File: src/rtl/stage_database_sequencer.sv
// stage_database_sequencer: walks one stage's Haar feature database
// out of ROM and tags each word with classifier/tree position.
module stage_database_sequencer #(
  parameter int DATA_WIDTH_12   = 12,
  parameter int ADDR_WIDTH      = 12,
  parameter int CLASSIFIER_SIZE = 18,
  parameter int NUM_CLASSIFIER  = 1,
  parameter int NUM_TREE        = 9,
  parameter int BASE_ADDR       = 0
) (
  input  logic                     clk_fpga,
  input  logic                     reset_fpga,
  input  logic                     start,
  input  logic                     hold,
  output logic                     rom_rd_en,
  output logic [ADDR_WIDTH-1:0]    rom_addr,
  input  logic [DATA_WIDTH_12-1:0] rom_data,
  output logic                     o_valid,
  output logic [DATA_WIDTH_12-1:0] data,
  output logic [DATA_WIDTH_12-1:0] index_database,
  output logic [DATA_WIDTH_12-1:0] index_classifier,
  output logic [DATA_WIDTH_12-1:0] index_tree,
  output logic                     end_single_classifier,
  output logic                     end_tree,
  output logic                     end_database,
  output logic                     busy,
  output logic                     o_done
);

  localparam int DW    = DATA_WIDTH_12;
  localparam int TOTAL = NUM_TREE * NUM_CLASSIFIER * CLASSIFIER_SIZE;
  localparam int CW    = (NUM_CLASSIFIER > 1) ? $clog2(NUM_CLASSIFIER) : 1;

  localparam logic [1:0] IDLE  = 2'd0;
  localparam logic [1:0] FETCH = 2'd1;
  localparam logic [1:0] DRAIN = 2'd2;
  localparam logic [1:0] DONE  = 2'd3;

  localparam logic [DW-1:0] CS_LAST = DW'(CLASSIFIER_SIZE - 1);
  localparam logic [CW-1:0] NC_LAST = CW'(NUM_CLASSIFIER - 1);
  localparam logic [DW-1:0] NT_LAST = DW'(NUM_TREE - 1);
  localparam logic [DW-1:0] DB_LAST = DW'(TOTAL - 1);
  localparam logic [ADDR_WIDTH-1:0] BASE = ADDR_WIDTH'(BASE_ADDR);

  logic [1:0]            state;
  logic [ADDR_WIDTH-1:0] addr;
  logic [DW-1:0]         f_db;
  logic [DW-1:0]         f_word;
  logic [DW-1:0]         f_tree;
  logic [CW-1:0]         f_cls;
  logic [CW-1:0]         o_cls;
  logic                  issue;
  logic                  accept;
  logic                  last_fetch;

  assign issue      = (state == FETCH) && !hold;
  assign accept     = o_valid && !hold;
  assign last_fetch = (f_db == DB_LAST);

  assign rom_rd_en = issue;
  assign rom_addr  = addr;
  assign data      = rom_data;
  assign busy      = (state != IDLE);
  assign o_done    = (state == DONE);

  assign end_single_classifier = o_valid && (index_classifier == CS_LAST);
  assign end_tree     = end_single_classifier && (o_cls == NC_LAST);
  assign end_database = end_tree && (index_tree == NT_LAST);

  always_ff @(posedge clk_fpga) begin
    if (reset_fpga) begin
      state <= IDLE;
    end else begin
      unique case (state)
        IDLE:  if (start) state <= FETCH;
        FETCH: if (issue && last_fetch) state <= DRAIN;
        DRAIN: if (accept) state <= DONE;
        DONE:  state <= IDLE;
      endcase
    end
  end

  always_ff @(posedge clk_fpga) begin
    if (reset_fpga) begin
      addr   <= '0;
      f_db   <= '0;
      f_word <= '0;
      f_cls  <= '0;
      f_tree <= '0;
    end else if (state == IDLE && start) begin
      addr   <= BASE;
      f_db   <= '0;
      f_word <= '0;
      f_cls  <= '0;
      f_tree <= '0;
    end else if (issue) begin
      addr <= addr + 1'b1;
      f_db <= f_db + 1'b1;
      if (f_word == CS_LAST) begin
        f_word <= '0;
        if (f_cls == NC_LAST) begin
          f_cls  <= '0;
          f_tree <= f_tree + 1'b1;
        end else begin
          f_cls <= f_cls + 1'b1;
        end
      end else begin
        f_word <= f_word + 1'b1;
      end
    end
  end

  // metadata lags the read by one cycle so it lines up with rom_data
  always_ff @(posedge clk_fpga) begin
    if (reset_fpga) begin
      o_valid          <= 1'b0;
      index_database   <= '0;
      index_classifier <= '0;
      index_tree       <= '0;
      o_cls            <= '0;
    end else if (!hold) begin
      o_valid <= issue;
      if (issue) begin
        index_database   <= f_db;
        index_classifier <= f_word;
        index_tree       <= f_tree;
        o_cls            <= f_cls;
      end
    end
  end

endmodule

File: config.mk
export PLATFORM = sky130hd
export DESIGN_NAME = stage_database_sequencer
export DESIGN_NICKNAME = d
export VERILOG_FILES = /design/src/rtl/stage_database_sequencer.sv
export SDC_FILE = /design/constraint.sdc
export NUM_CORES = 1
export LEC_CHECK = 0
export ABC_AREA = 1
export CAP_MARGIN = 10
export CELL_PAD_IN_SITES_DETAIL_PLACEMENT = 1
export CELL_PAD_IN_SITES_GLOBAL_PLACEMENT = 1
export CORE_UTILIZATION = 40
export CTS_CLUSTER_DIAMETER = 60
export CTS_CLUSTER_SIZE = 40
export DETAILED_ROUTE_END_ITERATION = 8
export GPL_ROUTABILITY_DRIVEN = 0
export HOLD_SLACK_MARGIN = 0.12
export PLACE_DENSITY_LB_ADDON = 0.1
export SYNTH_ARGS = -nofsm -noshare
export SYNTH_HDL_FRONTEND = slang
export SYNTH_SLANG_ARGS = --single-unit
export TNS_END_PERCENT = 20
File: constraint.sdc
create_clock -name clk_fpga -period 2.4 [get_ports clk_fpga]
set_clock_uncertainty 0.15 [all_clocks]
set_input_delay 0.48 -clock clk_fpga [delete_from_list [all_inputs] [get_ports clk_fpga]]
set_output_delay 0.48 -clock clk_fpga [all_outputs]
set_load 0.02 [all_outputs]
==> impl_metrics.toml <==
[clocking]
root_buffer = "clkbuf_8"
post_cts_buffers = 0
cts_made_buffers = 9
cts.clk_slew.worst_paths_ns = 0.08
worstSkewPairLatency_ns = 0.36
cts_htree_levels = 3
cts.path.max_buffers = 2
clkSinkCount = 87
cts_tree = "yes"

[sta]
final_period_minus_worst_setup_slack_ns = 2.37
final_hold_viol_count = 0
slew_viol_final = 0
slew_headroom = 0.765
fin_crit_sh = 0.989
setup_viol_count_final = 0
fmax_ghz = 0.421
worstMarginPinSlew_ns = 0.350
setup_slack_ns = 0.0262
fin_tns_setup_ns = 0
rsz0062_at_grt = "yes"

[floorplan]
die_w_um = 104
rows = 36
fp.dieArea_um2 = 10800
core_area_um2 = 9910
initial_core_util = 0.420
ioPinCount = 83
dieHeight_um = 104

[synthesis]
synth_top_area_frac = 0.418
synth_xor_xnor_area_share = 0.0210
synth_seq_cells = 87
yosys.area_share.simple = 0.282
netlist_instances = 585
synth.distinct_cells = 30
synth_most_common_cell = "nand2_1"
synth.area.top_cells = "dfxtp_1 42%, nand2_1 11%, a21oi_1 7.1%, nor2_1 6.6%, inv_1 6.4%"
synth_commonest_cells = "124 x nand2_1, 87 x dfxtp_1, 73 x nor2_1"
synth_area_leader_cell = "dfxtp_1"
yosysSeqAreaShare = 0.418
synthArstFlopShare = 0
synthMuxAreaShare = 0
synth_top_flop_cell = "dfxtp_1"
syn_avg_cell_area_um2 = 7.12
syn_area_um2 = 4160
synth_edf_count = 0
synth_nets = 612
synth_fa_ha_area_frac = 0.0331
synth_top_family_by_area = "simple AND/OR/NAND/NOR gates"
yosys_warnings = 0
synth-compound-area-share = 0.133

[pwr]
p_leak_uw = 0.00204
power_density_nw_per_um2 = 785
power.internal_uw = 2680
combPwrFrac = 0.287
p_sw_uw = 1310
clkPwrFrac = 0.284
seqPwrFrac = 0.429
ir_worst_vdd_v = 0.000364
swShare = 0.329

[critical_path]
cp.arrival_ns = 1.74
endpoint_kind = "output pin"
cp.required_ns = 1.77
critical_path_class = "reg2out"
crit_fanout = 2
cp-start-kind = "register"

[drt]
route.detailed.drc = 0
dr.pass1.iters = 4
drt.antenna.violating_nets = 0
route.vias.total = 3942
wl_mm = 11.7
vias_per_cell = 5.05
wl_per_cell_um = 15.0
first_iter_violations = 129

[layout]
area_growth_pct = 22.2
post-route-util = 0.513
finalNetCount = 671
antenna_cells = 0
drive_above_1_share = 0.0849
nFillCells = 1283

[placement]
dp_hpwl_mm = 8.76
pre_cts_ws_ns = -0.0939
placement.io_buffers = 58

[outcome]
status = "finished clean"

[grt]
antenna_found_initial = 0
grt.overflow.total = 0
grt_pass1_wl_mm = 19.5
grtUsageTotal = 0.222
grt_pass1_vias = 4008
grt_start_max_net_pins = 24

[worst_hold_path]
holdCritPathClass = "reg2reg"

[flow_run]
drv_cap = 0
[timing repair]
item,in CTS,in global routing
endpoints found under the setup margin,4,4
pin swaps,1,1
gates resized for setup,13,2
hold buffers,0,0
[cells by family after synthesis]
logic type | count (synthesis)
AO/OA/AOI/OAI | 109
XOR/XNOR | 10
AND/OR/NAND/NOR | 263
adder cells (fa/ha/maj) | 11
flip-flops | 87
buffers and inverters | 105
[area by class of cell]
| type | count | area (um^2) | share of cell area |
|---|---|---|---|
| well taps | 133 | 166 | 0.0327 |
| repair buffers | 80 | 727 | 0.143 |
| flip-flops and latches | 87 | 1740 | 0.343 |
| clock buffers | 12 | 145 | 0.0285 |
| inverters | 73 | 274 | 0.0539 |
| multi-input cells | 393 | 1960 | 0.386 |
| clock inverters | 3 | 67.6 | 0.0133 |
[routing by layer]
metal  vias to the layer above  wire length (um)  GRT usage
li1                       1982                 -          -
met1                      1879              5450      0.274
met2                        66              5620      0.387
met3                        15               458     0.0401
met4                         0               155     0.0796
met5                         -                 0          0
[critical path, cell delays in order (launching register included)]
cell and delay [ns]:
dfxtp_1 0.32, or2_2 0.30, nor4_2 0.24, nand2_1 0.15, buf_4 0.16, inv_1 0.06, buf_2 0.16
[state kept, by name, indices dropped and copies added, names as in the netlist]
name,flops
state,2
rom_addr,12
index_classifier,12
f_tree,12
index_tree,12
f_db,12
index_database,12
o_valid,1
f_word,12
[path summary, 6_finish.rpt]
kind | startpoint | end | slack (ns) | cells past startpoint
setup / recovery | index_classifier[8] | end_tree | 0.03 | 6
hold reg to reg | index_database[5] | index_database[5] | 0.32 | 2
setup reg to reg | state[1] | f_tree[5] | 0.31 | 10
hold / removal | index_database[5] | index_database[5] | 0.32 | 2
[power by group through the flow]
| stage | clock [uW] | sequential, uW | combinational (uW) |
|---|---|---|---|
| after global placement | 0 | 1740 | 1110 |
| final | 1130 | 1710 | 1150 |
| after global routing | 1210 | 1740 | 1250 |
| after CTS | 1150 | 1710 | 1160 |
| after detailed placement | 0 | 1740 | 1150 |
| after floorplan | 0 | 1880 | 522 |
[cells in the final DEF, fill, tap and decap left out, types with 2 or more instances in the layout]
master           Yosys  routed
buf_4               14      23
ha_1                11      11
clkbuf_1             6       2
nor3_1              11      11
bufinv_16            0       2
nor2_2               2       3
o21ai_0             46      46
nand2_1            124     124
dfxtp_1             87      87
nor4_1               4       3
nor2_4               3       3
nand3b_1             2       2
a21oi_1             59      59
clkdlybuf4s50_1      0      53
nor3_4               3       3
buf_2               10       3
xor2_1               9       9
a211oi_1             2       2
clkbuf_8             0      10
inv_1               71      71
nor2_1              73      72
nand4_1              9       9
inv_2                2       2
nand3_1             28      28
[through the flow]
stage               area [um^2]  total power (uW)  instances  hold slack [ns]
finish                     5080              3990        781            0.322
floorplan                  4160              2400        585            0.302
detailed placement         4880              2900        766            0.316
global placement           4880              2850        766            0.315
CTS                        5090              4020        781            0.328
global route               5080              4200        781            0.359
Note: power is estimated with default switching activity, not from simulation.
==> patch: new RTL, same settings <==
Add an input register stage for `start`, `hold` and `rom_data`, with the module's reset; this delays them by one clock. Comments in the files are not updated.
--- a/src/rtl/stage_database_sequencer.sv
+++ b/src/rtl/stage_database_sequencer.sv
@@ -42,6 +42,22 @@
   localparam logic [DW-1:0] DB_LAST = DW'(TOTAL - 1);
   localparam logic [ADDR_WIDTH-1:0] BASE = ADDR_WIDTH'(BASE_ADDR);
 
+  logic start_q;
+  logic hold_q;
+  logic [DATA_WIDTH_12-1:0] rom_data_q;
+
+  always_ff @(posedge clk_fpga) begin
+    if (reset_fpga) begin
+      start_q    <= '0;
+      hold_q     <= '0;
+      rom_data_q <= '0;
+    end else begin
+      start_q    <= start;
+      hold_q     <= hold;
+      rom_data_q <= rom_data;
+    end
+  end
+
   logic [1:0]            state;
   logic [ADDR_WIDTH-1:0] addr;
   logic [DW-1:0]         f_db;
@@ -53,13 +69,13 @@
   logic                  accept;
   logic                  last_fetch;
 
-  assign issue      = (state == FETCH) && !hold;
-  assign accept     = o_valid && !hold;
+  assign issue      = (state == FETCH) && !hold_q;
+  assign accept     = o_valid && !hold_q;
   assign last_fetch = (f_db == DB_LAST);
 
   assign rom_rd_en = issue;
   assign rom_addr  = addr;
-  assign data      = rom_data;
+  assign data      = rom_data_q;
   assign busy      = (state != IDLE);
   assign o_done    = (state == DONE);
 
@@ -72,7 +88,7 @@
       state <= IDLE;
     end else begin
       unique case (state)
-        IDLE:  if (start) state <= FETCH;
+        IDLE:  if (start_q) state <= FETCH;
         FETCH: if (issue && last_fetch) state <= DRAIN;
         DRAIN: if (accept) state <= DONE;
         DONE:  state <= IDLE;
@@ -87,7 +103,7 @@
       f_word <= '0;
       f_cls  <= '0;
       f_tree <= '0;
-    end else if (state == IDLE && start) begin
+    end else if (state == IDLE && start_q) begin
       addr   <= BASE;
       f_db   <= '0;
       f_word <= '0;
@@ -118,7 +134,7 @@
       index_classifier <= '0;
       index_tree       <= '0;
       o_cls            <= '0;
-    end else if (!hold) begin
+    end else if (!hold_q) begin
       o_valid <= issue;
       if (issue) begin
         index_database   <= f_db;
Formal check against the unedited RTL: not equivalent (a bounded check fails within 4 cycles, from zero or initial values and one cycle with reset_fpga high).
==> patch against the original RTL <==
  * Final area rose by 9.4%
  * Routed wire length is 3.7% higher
  * Total power rose by 16%
  * Worst setup slack better by 0.13 ns
  * First-iteration DRC count down 30%
  * Cell count is 5.0% higher
  * Synthesized cell count rose by 2.6%
  * Sequential cell count is 14 higher
  * Critical endpoint is now o_done
  * Critical path type unchanged
  * Sequential power up 18%
  * Synthesized area up 5.1%
  * Largest power group unchanged
==> patch: results (changes against the original RTL) <==
metric;value;unit;change
largest net degree at the start of global routing;75;;was 24
first-pass GRT wire length;20.1;mm;was 19.5 mm
IO buf count;82;;was 58
Iteration-0 DRC Markers;90;;was 129
Post-synth top cells;125 x nand2_1, 101 x dfxtp_1, 88 x nor2_1;;was 124 x nand2_1, 87 x dfxtp_1, 73 x nor2_1
Worst Hold Depth;2;;unchanged
Clock Latency Late Sink;0.38;ns;was 0.36 ns
fraction of layout cells with a size suffix above 1;5.70;%;was 8.49%
status;complete, no violations;;unchanged
Pleak;2.19;nW;was 2.04 nW
critical path fanouts, max;4;;was 2
Hold/Removal Path Class;reg -> reg;;unchanged
Reg clk slew, reported paths;0.10;ns;was 0.08 ns
nets@finish;706;;was 671
vias per inst;5.02;;was 5.05
number of antenna diodes;0;;unchanged
Post-Syn Nets;627;;was 612
dpl cell area;5340;µm²;was 4880 µm²
WL final;12.1;mm;was 11.7 mm
placed insts;804;;was 766
final cell count without fillers;820;;was 781
max_slew headroom;69.0;%;was 76.5%
Post-Synthesis Cells;600;;was 585
#FFs+latches synth;101;;was 87
post-synth cell types;29;;was 30
CTS max path bufs;2;;unchanged
sequential area share after synthesis;46.2;%;was 41.8%
Setup violations, final;0;;unchanged
initial antenna violation count;0;;unchanged
CP arrival;1.61;ns;was 1.74 ns
beginning of the worst register-to-register path;state[1]$_SDFFE_PP0P_;;unchanged
Peak VDD IR;0.426;mV;was 0.364 mV
Reg-to-Reg End;f_word[11]$_SDFFE_PP0P_;;was f_tree[5]$_SDFFE_PP0P_
vias in the first global route;4284;;was 4008
first drt pass iteration count;4;;unchanged
post-DP HPWL;8.72;mm;was 8.76 mm
worst reg2reg path depth;10;;unchanged
CTS Buf Count;9;;unchanged
Synth area leaders;dfxtp_1 46%, nand2_1 11%, nor2_1 7.5%, a21oi_1 7.1%, inv_1 6.4%;;was dfxtp_1 42%, nand2_1 11%, a21oi_1 7.1%, nor2_1 6.6%, inv_1 6.4%
fraction of registers with async set/reset;0;%;unchanged
Total GRT Usage;22.7;%;was 22.2%
Hold Startpoint;index_database[5]$_SDFFE_PP0P_;;unchanged
worst reg2reg setup slack;0.22;ns;was 0.31 ns
root buffer cell;clkbuf_8;;unchanged
Yosys warning count;0;;unchanged
ys flop type;dfxtp_1;;unchanged
Fin Hold WS;0.325;ns;was 0.322 ns
H-tree depth;3;;unchanged
Hold EP;index_database[5]$_SDFFE_PP0P_;;unchanged
patch: cell count changes after synthesis, moves of 3 or more:
cell / delta
clkbuf_1: +3
dfxtp_1: +14
nor3_4: -3
xor2_1: +4
nor2_1: +15
nand3_1: -3
o21ai_0: -7
inv_1: +4
nand3_2: +4
nor3_1: -5
buf_4: -12
a21oi_1: +3
patch: cells by family (layout without fill, tap and decap cells):
group | count (synthesis) | in the layout | synth area share [%]
buf+inv | 98 | 182 | 9.18
flops | 101 | 101 | 46.2
compound gates | 105 | 105 | 12.2
simple gates | 272 | 272 | 26.6
xor+xnor | 13 | 13 | 2.60
fa+ha+maj | 11 | 11 | 3.15
patch: worst max path at each step:
stage / start / endpoint / slack, ns / cells past startpoint
2_1_floorplan: index_classifier[4]$_SDFFE_PP0P_ / end_tree / 0.57 / 7
3_3_place_gp: index_tree[4]$_SDFFE_PP0P_ / end_database / 0.26 / 4
3_5_place_dp: state[1]$_SDFFE_PP0P_ / rom_addr[10]$_SDFFE_PP0P_ / 0.19 / 10
4_1_cts: state[1]$_SDFFE_PP0P_ / rom_rd_en / 0.04 / 5
5_1_grt: index_classifier[4]$_SDFFE_PP0P_ / end_single_classifier / 0.002 / 7
6_report: state[1]$_SDFFE_PP0P_ / o_done / 0.16 / 2
patch: area by class of cell:
cell class	count	area, µm²
clock buffers	12	155
clock inverters	4	70.1
fillers	1372	4900
inverters	76	285
multi-input cells	401	1960
flip-flops and latches	101	2020
well taps	136	170
repair buffers	90	900
patch: critical path, stage by stage (launching register included):
cell and delay [ns]:
dfxtp_1 0.41, ha_1 0.21, clkdlybuf4s50_1 0.61
patch: where the power goes:
| group | switching [mW] | leakage (nW) | internal [mW] |
|---|---|---|---|
| clock network | 0.602 | 0.116 | 0.642 |
| logic | 0.816 | 1.25 | 0.563 |
| registers | 0.150 | 0.822 | 1.87 |
| total | 1.57 | 2.19 | 3.08 |
patch: metrics by stage:
step	setup slack [ns]	util [%]	power, mW
after floorplan	0.568	-	2.85
after global placement	0.258	51.0	3.40
after detailed placement	0.186	51.0	3.47
after CTS	0.0374	53.1	4.70
after global routing	0.00185	53.2	4.91
final	0.156	53.2	4.65
patch: per-layer routing:
metal	part of all wire, %	vias up	track usage, %
met2	52	59	41.3
met3	3.3	16	4.62
met5	0	-	0
li1	-	2054	-
met1	43	1984	25.9
met4	1.8	0	8.71
patch: repair_timing:
item	in CTS	in global routing
hold buffers	0	0
endpoints found under the setup margin	5	5
gates resized for setup	6	6
setup buffers	0	0
endpoints found under the hold margin	0	0
